<file path="src/rtl/song_sequencer_pkg.sv">
// Shared constants for the song sequencer.
//   - FSM state encodings (plain 3-bit constants so older tools and waveform
//     viewers that decode raw values keep working).
//   - Song ROM word layout: [15] END, [14:13] side, [12:7] note,
//     [6:1] duration, [0] reserved.
package song_sequencer_pkg;

    localparam int ROM_W    = 16;
    localparam int END_BIT  = 15;
    localparam int SIDE_MSB = 14;
    localparam int SIDE_LSB = 13;
    localparam int NOTE_MSB = 12;
    localparam int NOTE_LSB = 7;
    localparam int DUR_MSB  = 6;
    localparam int DUR_LSB  = 1;
    localparam int RSVD_BIT = 0;

    localparam int NOTE_W = NOTE_MSB - NOTE_LSB + 1;
    localparam int DUR_W  = DUR_MSB - DUR_LSB + 1;
    localparam int SIDE_W = SIDE_MSB - SIDE_LSB + 1;

    localparam logic [2:0] ST_IDLE      = 3'd0;
    localparam logic [2:0] ST_FETCH     = 3'd1;
    localparam logic [2:0] ST_DECODE    = 3'd2;
    localparam logic [2:0] ST_LOAD      = 3'd3;
    localparam logic [2:0] ST_WAIT_DONE = 3'd4;
    localparam logic [2:0] ST_STOPPED   = 3'd5;

endpackage

</file>
<file path="src/rtl/song_sequencer.sv">
// Song sequencer: walks a song held in an external synchronous ROM, decodes
// each entry and hands it to the note player, then waits for the player to
// finish before fetching the next entry.
//
// State table:
//   IDLE      | parked, waiting for play
//   FETCH     | rom_addr presented, ROM data arrives next cycle
//   DECODE    | rom_data valid: END handling or capture of note fields
//   LOAD      | load_new_note pulse, entry advances
//   WAIT_DONE | waiting for done_with_note from the player
//   STOPPED   | song finished without looping; only new_song leaves
//
// Ports:
//   clk, reset            clock, asynchronous active-high reset
//   play                  sequencing enable (gated at WAIT_DONE exit / IDLE)
//   song_sel, new_song    song select, latched and restarted on new_song pulse
//   loop_enable           restart at entry 0 after END instead of stopping
//   rom_addr, rom_data    {song, entry} address out, ROM word in (1-cycle latency)
//   note_to_load, duration_to_load, stereo_side_to_load
//                         decoded fields, held until the next load
//   load_new_note         one-cycle load strobe to the player
//   done_with_note        player finished the current note
//   song_done             one-cycle pulse at end of song (END or entry wrap)
//   busy                  high outside IDLE and STOPPED
module song_sequencer
    import song_sequencer_pkg::*;
#(
    parameter int ADDR_W = 7,
    parameter int SONG_W = 2
) (
    input  logic                     clk,
    input  logic                     reset,
    input  logic                     play,
    input  logic [SONG_W-1:0]        song_sel,
    input  logic                     new_song,
    input  logic                     loop_enable,
    output logic [SONG_W+ADDR_W-1:0] rom_addr,
    input  logic [ROM_W-1:0]         rom_data,
    output logic [NOTE_W-1:0]        note_to_load,
    output logic [DUR_W-1:0]         duration_to_load,
    output logic [SIDE_W-1:0]        stereo_side_to_load,
    output logic                     load_new_note,
    input  logic                     done_with_note,
    output logic                     song_done,
    output logic                     busy
);

    localparam logic [ADDR_W-1:0] ENTRY_MAX = '1;

    logic [2:0]        state_q, state_d;
    logic [SONG_W-1:0] song_q, song_d;
    logic [ADDR_W-1:0] entry_q, entry_d;
    logic [NOTE_W-1:0] note_q, note_d;
    logic [DUR_W-1:0]  dur_q, dur_d;
    logic [SIDE_W-1:0] side_q, side_d;
    logic              wrap_q, wrap_d;
    logic              load_pulse;
    logic              done_pulse;

    // Bit 0 of the ROM word is reserved and intentionally not decoded.
    logic unused_rsvd;
    assign unused_rsvd = rom_data[RSVD_BIT];

    always_comb begin
        state_d    = state_q;
        song_d     = song_q;
        entry_d    = entry_q;
        note_d     = note_q;
        dur_d      = dur_q;
        side_d     = side_q;
        wrap_d     = wrap_q;
        load_pulse = 1'b0;
        done_pulse = 1'b0;

        // new_song overrides everything, including a load or END in flight.
        if (new_song) begin
            song_d  = song_sel;
            entry_d = '0;
            wrap_d  = 1'b0;
            state_d = play ? ST_FETCH : ST_IDLE;
        end else begin
            case (state_q)
                ST_IDLE: begin
                    if (play) state_d = ST_FETCH;
                end
                ST_FETCH: begin
                    state_d = ST_DECODE;
                end
                ST_DECODE: begin
                    if (rom_data[END_BIT]) begin
                        done_pulse = 1'b1;
                        entry_d    = '0;
                        state_d    = loop_enable ? ST_FETCH : ST_STOPPED;
                    end else begin
                        note_d  = rom_data[NOTE_MSB:NOTE_LSB];
                        dur_d   = rom_data[DUR_MSB:DUR_LSB];
                        side_d  = rom_data[SIDE_MSB:SIDE_LSB];
                        state_d = ST_LOAD;
                    end
                end
                ST_LOAD: begin
                    load_pulse = 1'b1;
                    entry_d    = entry_q + 1'b1;
                    // Running off the last entry acts as an implicit END; the
                    // loop/stop decision is deferred until this note finishes.
                    if (entry_q == ENTRY_MAX) begin
                        done_pulse = 1'b1;
                        wrap_d     = 1'b1;
                    end
                    state_d = ST_WAIT_DONE;
                end
                ST_WAIT_DONE: begin
                    if (done_with_note) begin
                        wrap_d = 1'b0;
                        if (wrap_q && !loop_enable) state_d = ST_STOPPED;
                        else                        state_d = play ? ST_FETCH : ST_IDLE;
                    end
                end
                ST_STOPPED: begin
                    state_d = ST_STOPPED;
                end
                default: begin
                    state_d = ST_IDLE;
                end
            endcase
        end
    end

    always_ff @(posedge clk or posedge reset) begin
        if (reset) begin
            state_q <= ST_IDLE;
            song_q  <= '0;
            entry_q <= '0;
            note_q  <= '0;
            dur_q   <= '0;
            side_q  <= '0;
            wrap_q  <= 1'b0;
        end else begin
            state_q <= state_d;
            song_q  <= song_d;
            entry_q <= entry_d;
            note_q  <= note_d;
            dur_q   <= dur_d;
            side_q  <= side_d;
            wrap_q  <= wrap_d;
        end
    end

    // Strobes are decoded from the registered state so an asynchronous reset
    // removes them immediately.
    assign load_new_note       = load_pulse;
    assign song_done           = done_pulse;
    assign rom_addr            = {song_q, entry_q};
    assign note_to_load        = note_q;
    assign duration_to_load    = dur_q;
    assign stereo_side_to_load = side_q;
    assign busy                = (state_q != ST_IDLE) && (state_q != ST_STOPPED);

endmodule

</file>
<file path="config.mk">
export PLATFORM = sky130hd
export DESIGN_NAME = song_sequencer
export DESIGN_NICKNAME = d
export VERILOG_FILES = /design/src/rtl/song_sequencer_pkg.sv /design/src/rtl/song_sequencer.sv
export SDC_FILE = /design/constraint.sdc
export NUM_CORES = 1
export LEC_CHECK = 0
export ABC_CLOCK_PERIOD_IN_PS = 1800
export CORE_MARGIN = 2
export CORE_UTILIZATION = 30
export DETAILED_ROUTE_END_ITERATION = 16
export GPL_ROUTABILITY_DRIVEN = 0
export HOLD_SLACK_MARGIN = 0.06
export PLACE_DENSITY = 0.63
export SETUP_SLACK_MARGIN = 0.1
export SLEW_MARGIN = 40
export SYNTH_ARGS = -nofsm -noshare
export SYNTH_HDL_FRONTEND = slang
export SYNTH_SLANG_ARGS = --single-unit
</file>
<file path="constraint.sdc">
create_clock -name clk -period 1.8 [get_ports clk]
set_clock_uncertainty 0.2 [all_clocks]
set_input_delay 0.36 -clock clk [delete_from_list [all_inputs] [get_ports clk]]
set_output_delay 0.36 -clock clk [all_outputs]
set_load 0.02 [all_outputs]
</file>
# After elaboration in Yosys (flattened, before gate mapping)
# Cells that the tools add are included.
dict set report totals {
  regBits 27
  inputBits 24
  output_inout_bits 26
  word_cells 53
}
dict set report classes {
  addsub 1
  eq_ne 11
  muxes 21
  n_bitwise 2
  n_reduce_logical 11
}
# op n
set op_table {}
lappend op_table {{two-way mux 3 bit} 6}
lappend op_table {{case mux 3 bit (6 select lines)} 1}
lappend op_table {{inequality test 3 bit (second input constant)} 5}
lappend op_table {{two-way mux 7 bit} 2}
lappend op_table {{case mux 7 bit (2 select lines)} 1}
lappend op_table {{two-way mux 1 bit} 9}
lappend op_table {{nonzero test 3 bit} 3}
lappend op_table {{adder 7 x 1 -> 7 bit (second input constant)} 1}
lappend op_table {{equality test 7 bit (second input constant)} 1}
lappend op_table {{equality test 3 x 2 -> 1 bit (second input constant)} 2}
lappend op_table {{equality test 3 bit (second input constant)} 2}
lappend op_table {{AND reduction 3 bit} 2}
lappend op_table {{case mux 1 bit (2 select lines)} 2}
lappend op_table {{AND reduction 2 bit} 2}
lappend op_table {{equality test 3 x 1 -> 1 bit (second input constant)} 1}
lappend op_table {{logical NOT 3 bit} 1}
lappend op_table {{logical AND 1 bit} 2}
lappend op_table {{inverter 1 bit} 2}
lappend op_table {{logical NOT 1 bit} 1}

# Logic depth before layout (Yosys ltp)
dict set report depth {
  ltp_word 6
  ltp_mapped 6
  depth_no_buf 5
}

# Least setup slack after synthesis
# No wires, ideal clock.
dict set report synth_timing {
  kind {flip-flop to output port}
  start {reg entry_q[0]}
  end {out song_done}
  arrival_ps 1447
  t_required_ps 1240
  setup_slack_ps -207
  stages_incl_launch_ff 6
  path_buffers 0
  path_cell_list {dfrtp_1 -> ha_1 -> nand3_2 -> or2_4 -> o22ai_1 -> and3_1}
}
dict set report synth_via {
  elab_chain_cells 4
}
# element line_no
set synth_rtl {}
lappend synth_rtl {{start: declaration} song_sequencer.sv:52} ;# logic [ADDR_W-1:0] entry_q, entry_d;
lappend synth_rtl {{start signal: assignment} song_sequencer.sv:141} ;# entry_q <= entry_d;
lappend synth_rtl {{equality test 7 bit} song_sequencer.sv:106} ;# if (entry_q == ENTRY_MAX) begin
lappend synth_rtl {{two-way mux 1 bit} song_sequencer.sv:106}
lappend synth_rtl {{case mux 1 bit (2 select lines)} song_sequencer.sv:82} ;# case (state_q)
lappend synth_rtl {{two-way mux 1 bit} song_sequencer.sv:76} ;# if (new_song) begin
lappend synth_rtl {{end: declaration} song_sequencer.sv:44} ;# output logic song_done,
# Every way passes these cells.

# Worst setup path in the final report
# Same ends and word-level chain as after synthesis.

==> results.yml <==
run_status:
  violations: "setup timing"
  status: "complete, but fails checks"
sta:
  drv_slew: 0
  rsz0062_at_grt: "yes"
  fmax_ghz: 0.4841
  final-setup-viol-count: 3
  layout_min_cycle_time_ns: 2.066
  setup_ws_ns: -0.2657
  relSlewSlack: 0.7782
  worst_slew_pin_slew_ns: 0.3327
  period_share: 1.148
  final_hold_viol_count: 0
synthesis:
  yosys-top-cells-area: "dfrtp_1 (52%), mux2_2 (14%), o21ai_0 (3.5%), a21oi_1 (2.3%), inv_1 (2.0%)"
  ys_seq_area_frac: 0.5182
  synthXorXnorAreaFrac: 0
  synth.top_cells.by_count: "dfrtp_1 (27), mux2_2 (16), o21ai_0 (9)"
  synth.most_common_cell: "dfrtp_1"
  synthAdderAreaFrac: 0.009597
  synthFlopType: "dfrtp_1"
  synth_async_sr_flop_share: 1.000
  synth_area_um2: 1304
  synth_edf_count: 0
  synthMuxAreaShare: 0.1459
  ys_seq_elements: 27
  avgSynthCellArea_um2: 11.34
  syn-num-nets: 140
  synth_compound_area_frac: 0.1200
  yosysTopAreaCellShare: 0.5182
  yosysTopAreaCell: "dfrtp_1"
  yosys_warnings: 0
  synthCells: 115
  synth-simple-area-share: 0.1516
  synth_top_family_by_area: "simple AND/OR/NAND/NOR gates"
  ys_types: 38
power_and_ir_drop:
  p_sw_frac: 0.3447
  power_frac_clock: 0.150
  pwr-share-comb: 0.460
  p_per_area_nw_per_um2: 998.6
  power.leakage_nw: 1.027
  power_mw: 2.213
  p_switching_uw: 762.9
  power_frac_seq: 0.390
  intPower_mw: 1.450
  ir_drop_mv: 0.7261
drt:
  firstDrtPassIters: 4
  wl_per_cell_um: 13.74
  ant_nets: 0
  drt-met1-wl_um: 1338
  via_count: 1186
  dr_wl_met2_um: 1764
  dr.first_iter.drc_count: 19
  vias_per_cell: 4.821
  drt-total-wl_um: 3379
  wl_met3_um: 230
  drc: 0
  topRoutingLayerUsed: "met4"
layout:
  seqCellArea_um2: 679.4
  fillers: 377
  final_cells: 246
  multiInputGateArea_um2: 656.9
  diodes: 0
  post-route-util: 0.5423
  synthToLayoutAreaGrowth_pct: 69.96
  finalNetCount: 222
  drive_gt1_frac: 0.4388
die:
  core.rowCount: 23
  die_y_um: 69.92
  die-area_um2: 4889
  start_util: 0.3190
  pin_count: 50
  core_area_um2: 4086
  die_x_um: 69.92
clock_network:
  cts_tree: "done"
  cts_buffer_depth: 2
  ctsHoldBuffers: 0
  numCtsBuffers: 3
  clk_latency_ns: 0.27
  cts.clk_slew.worst_paths_ns: 0.08
  htree_levels: 1
  clock-sinks: 27
  cts-root-buf: "clkbuf_8"
setup_path:
  r2r_start: "state_q[2]$_DFFE_PP0P_"
  worstSetupPathType: "register to output port"
  critPathArrivalTime_ns: 1.51
  worstRegToRegCells: 7
  worst-path-max-fanout: 3
  cp_data_required_time_ns: 1.24
  rrSetupSlack_ns: -0.01
  r2r_end: "entry_q[2]$_DFFE_PP0P_"
  crit_path_start_kind: "register"
  cp-end-kind: "output port"
global_route:
  track_usage: 0.1449
  grt_overflow: 0
  antenna_found_initial: 0
  grt_pass1_vias: 1282
  grt_max_degree: 28
  grt_pass1_wl_um: 5809
placement:
  dp_hpwl_um: 2321
  pre_cts_ws_ns: -0.6154
  place_inst: 229
  portBuffers: 48
job:
  maxCapViolCount: 0
hold_path:
  min_path_type: "primary input to asynchronous set/reset pin"
==> stage by stage <==
step	hold WS (ns)	area (um^2)	TNS, ns
after detailed placement	0.2937	1999	-5.606
after global placement	0.2870	1999	-5.227
after global routing	0.2763	2216	-0.4985
final	0.2399	2216	-0.2890
after CTS	0.2536	2163	-0.2696
after floorplan	0.2126	1324	-0.01334
==> what timing repair did <==
action                     CTS  global route
resized for setup           64            17
cloned                       0             0
setup endpoints to repair   37            27
setup buffers               10             4
pin swaps                    8             8
==> critical path, stage by stage (launching register included) <==
cell,delay (ns)
dfrtp_2,0.39
ha_4,0.15
nand3_4,0.07
or2_4,0.24
o22ai_2,0.08
and3_4,0.19
buf_6,0.11
==> layout make-up <==
class                   count  area share
multi-input cells          75      0.2964
flip-flops and latches     27      0.3066
inverters                   7     0.01186
well taps                  50     0.02823
clock buffers               4     0.02033
repair buffers             83      0.3365
==> how the worst max path moves through the flow <==
stage / startpoint / endpoint / depth (start not counted)
CTS: entry_q[1]$_DFFE_PP0P_ / song_done / 6
detailed placement: new_song / load_new_note / 5
global route: entry_q[0]$_DFFE_PP0P_ / song_done / 6
floorplan: entry_q[0]$_DFFE_PP0P_ / song_done / 5
global placement: new_song / load_new_note / 5
finish: entry_q[0]$_DFFE_PP0P_ / song_done / 6
==> kinds of logic after synthesis <==
logic type | count (synthesis)
adder cells (fa/ha/maj) | 1
AND/OR/NAND/NOR | 32
multiplexers | 17
buffers and inverters | 13
AO/OA/AOI/OAI | 25
flip-flops | 27
==> power by group through the flow <==
stage	Clock, mW	Sequential [mW]	Combinational [mW]
after floorplan	0	1.07	0.303
after global placement	0	0.879	0.981
after detailed placement	0	0.886	1.00
after CTS	0.344	0.867	0.988
after global routing	0.375	0.893	1.09
final	0.333	0.863	1.02
==> sequential cells by signal (all words and copies together), names as in the netlist <==
register and count:
entry_q 7, duration_to_load 6, note_to_load 6, state_q 3, song_q 2, stereo_side_to_load 2, wrap_q 1
==> cells in the final DEF (no fill, tap or decap), types with 4 or more instances in the layout <==
cell / n
a21oi_1: 4
buf_4: 28
buf_6: 9
clkdlybuf4s50_1: 20
dfrtp_1: 24
dlygate4sd2_1: 18
inv_1: 6
mux2_2: 16
nand2_1: 4
o21ai_0: 7
==> layer usage <==
layer | up-vias | track usage
li1 | 566 | -
met1 | 579 | 0.1659
met2 | 37 | 0.2550
met3 | 4 | 0.05195
met4 | 0 | 0.03846
met5 | - | 0
(Power assumes the default switching activity.)
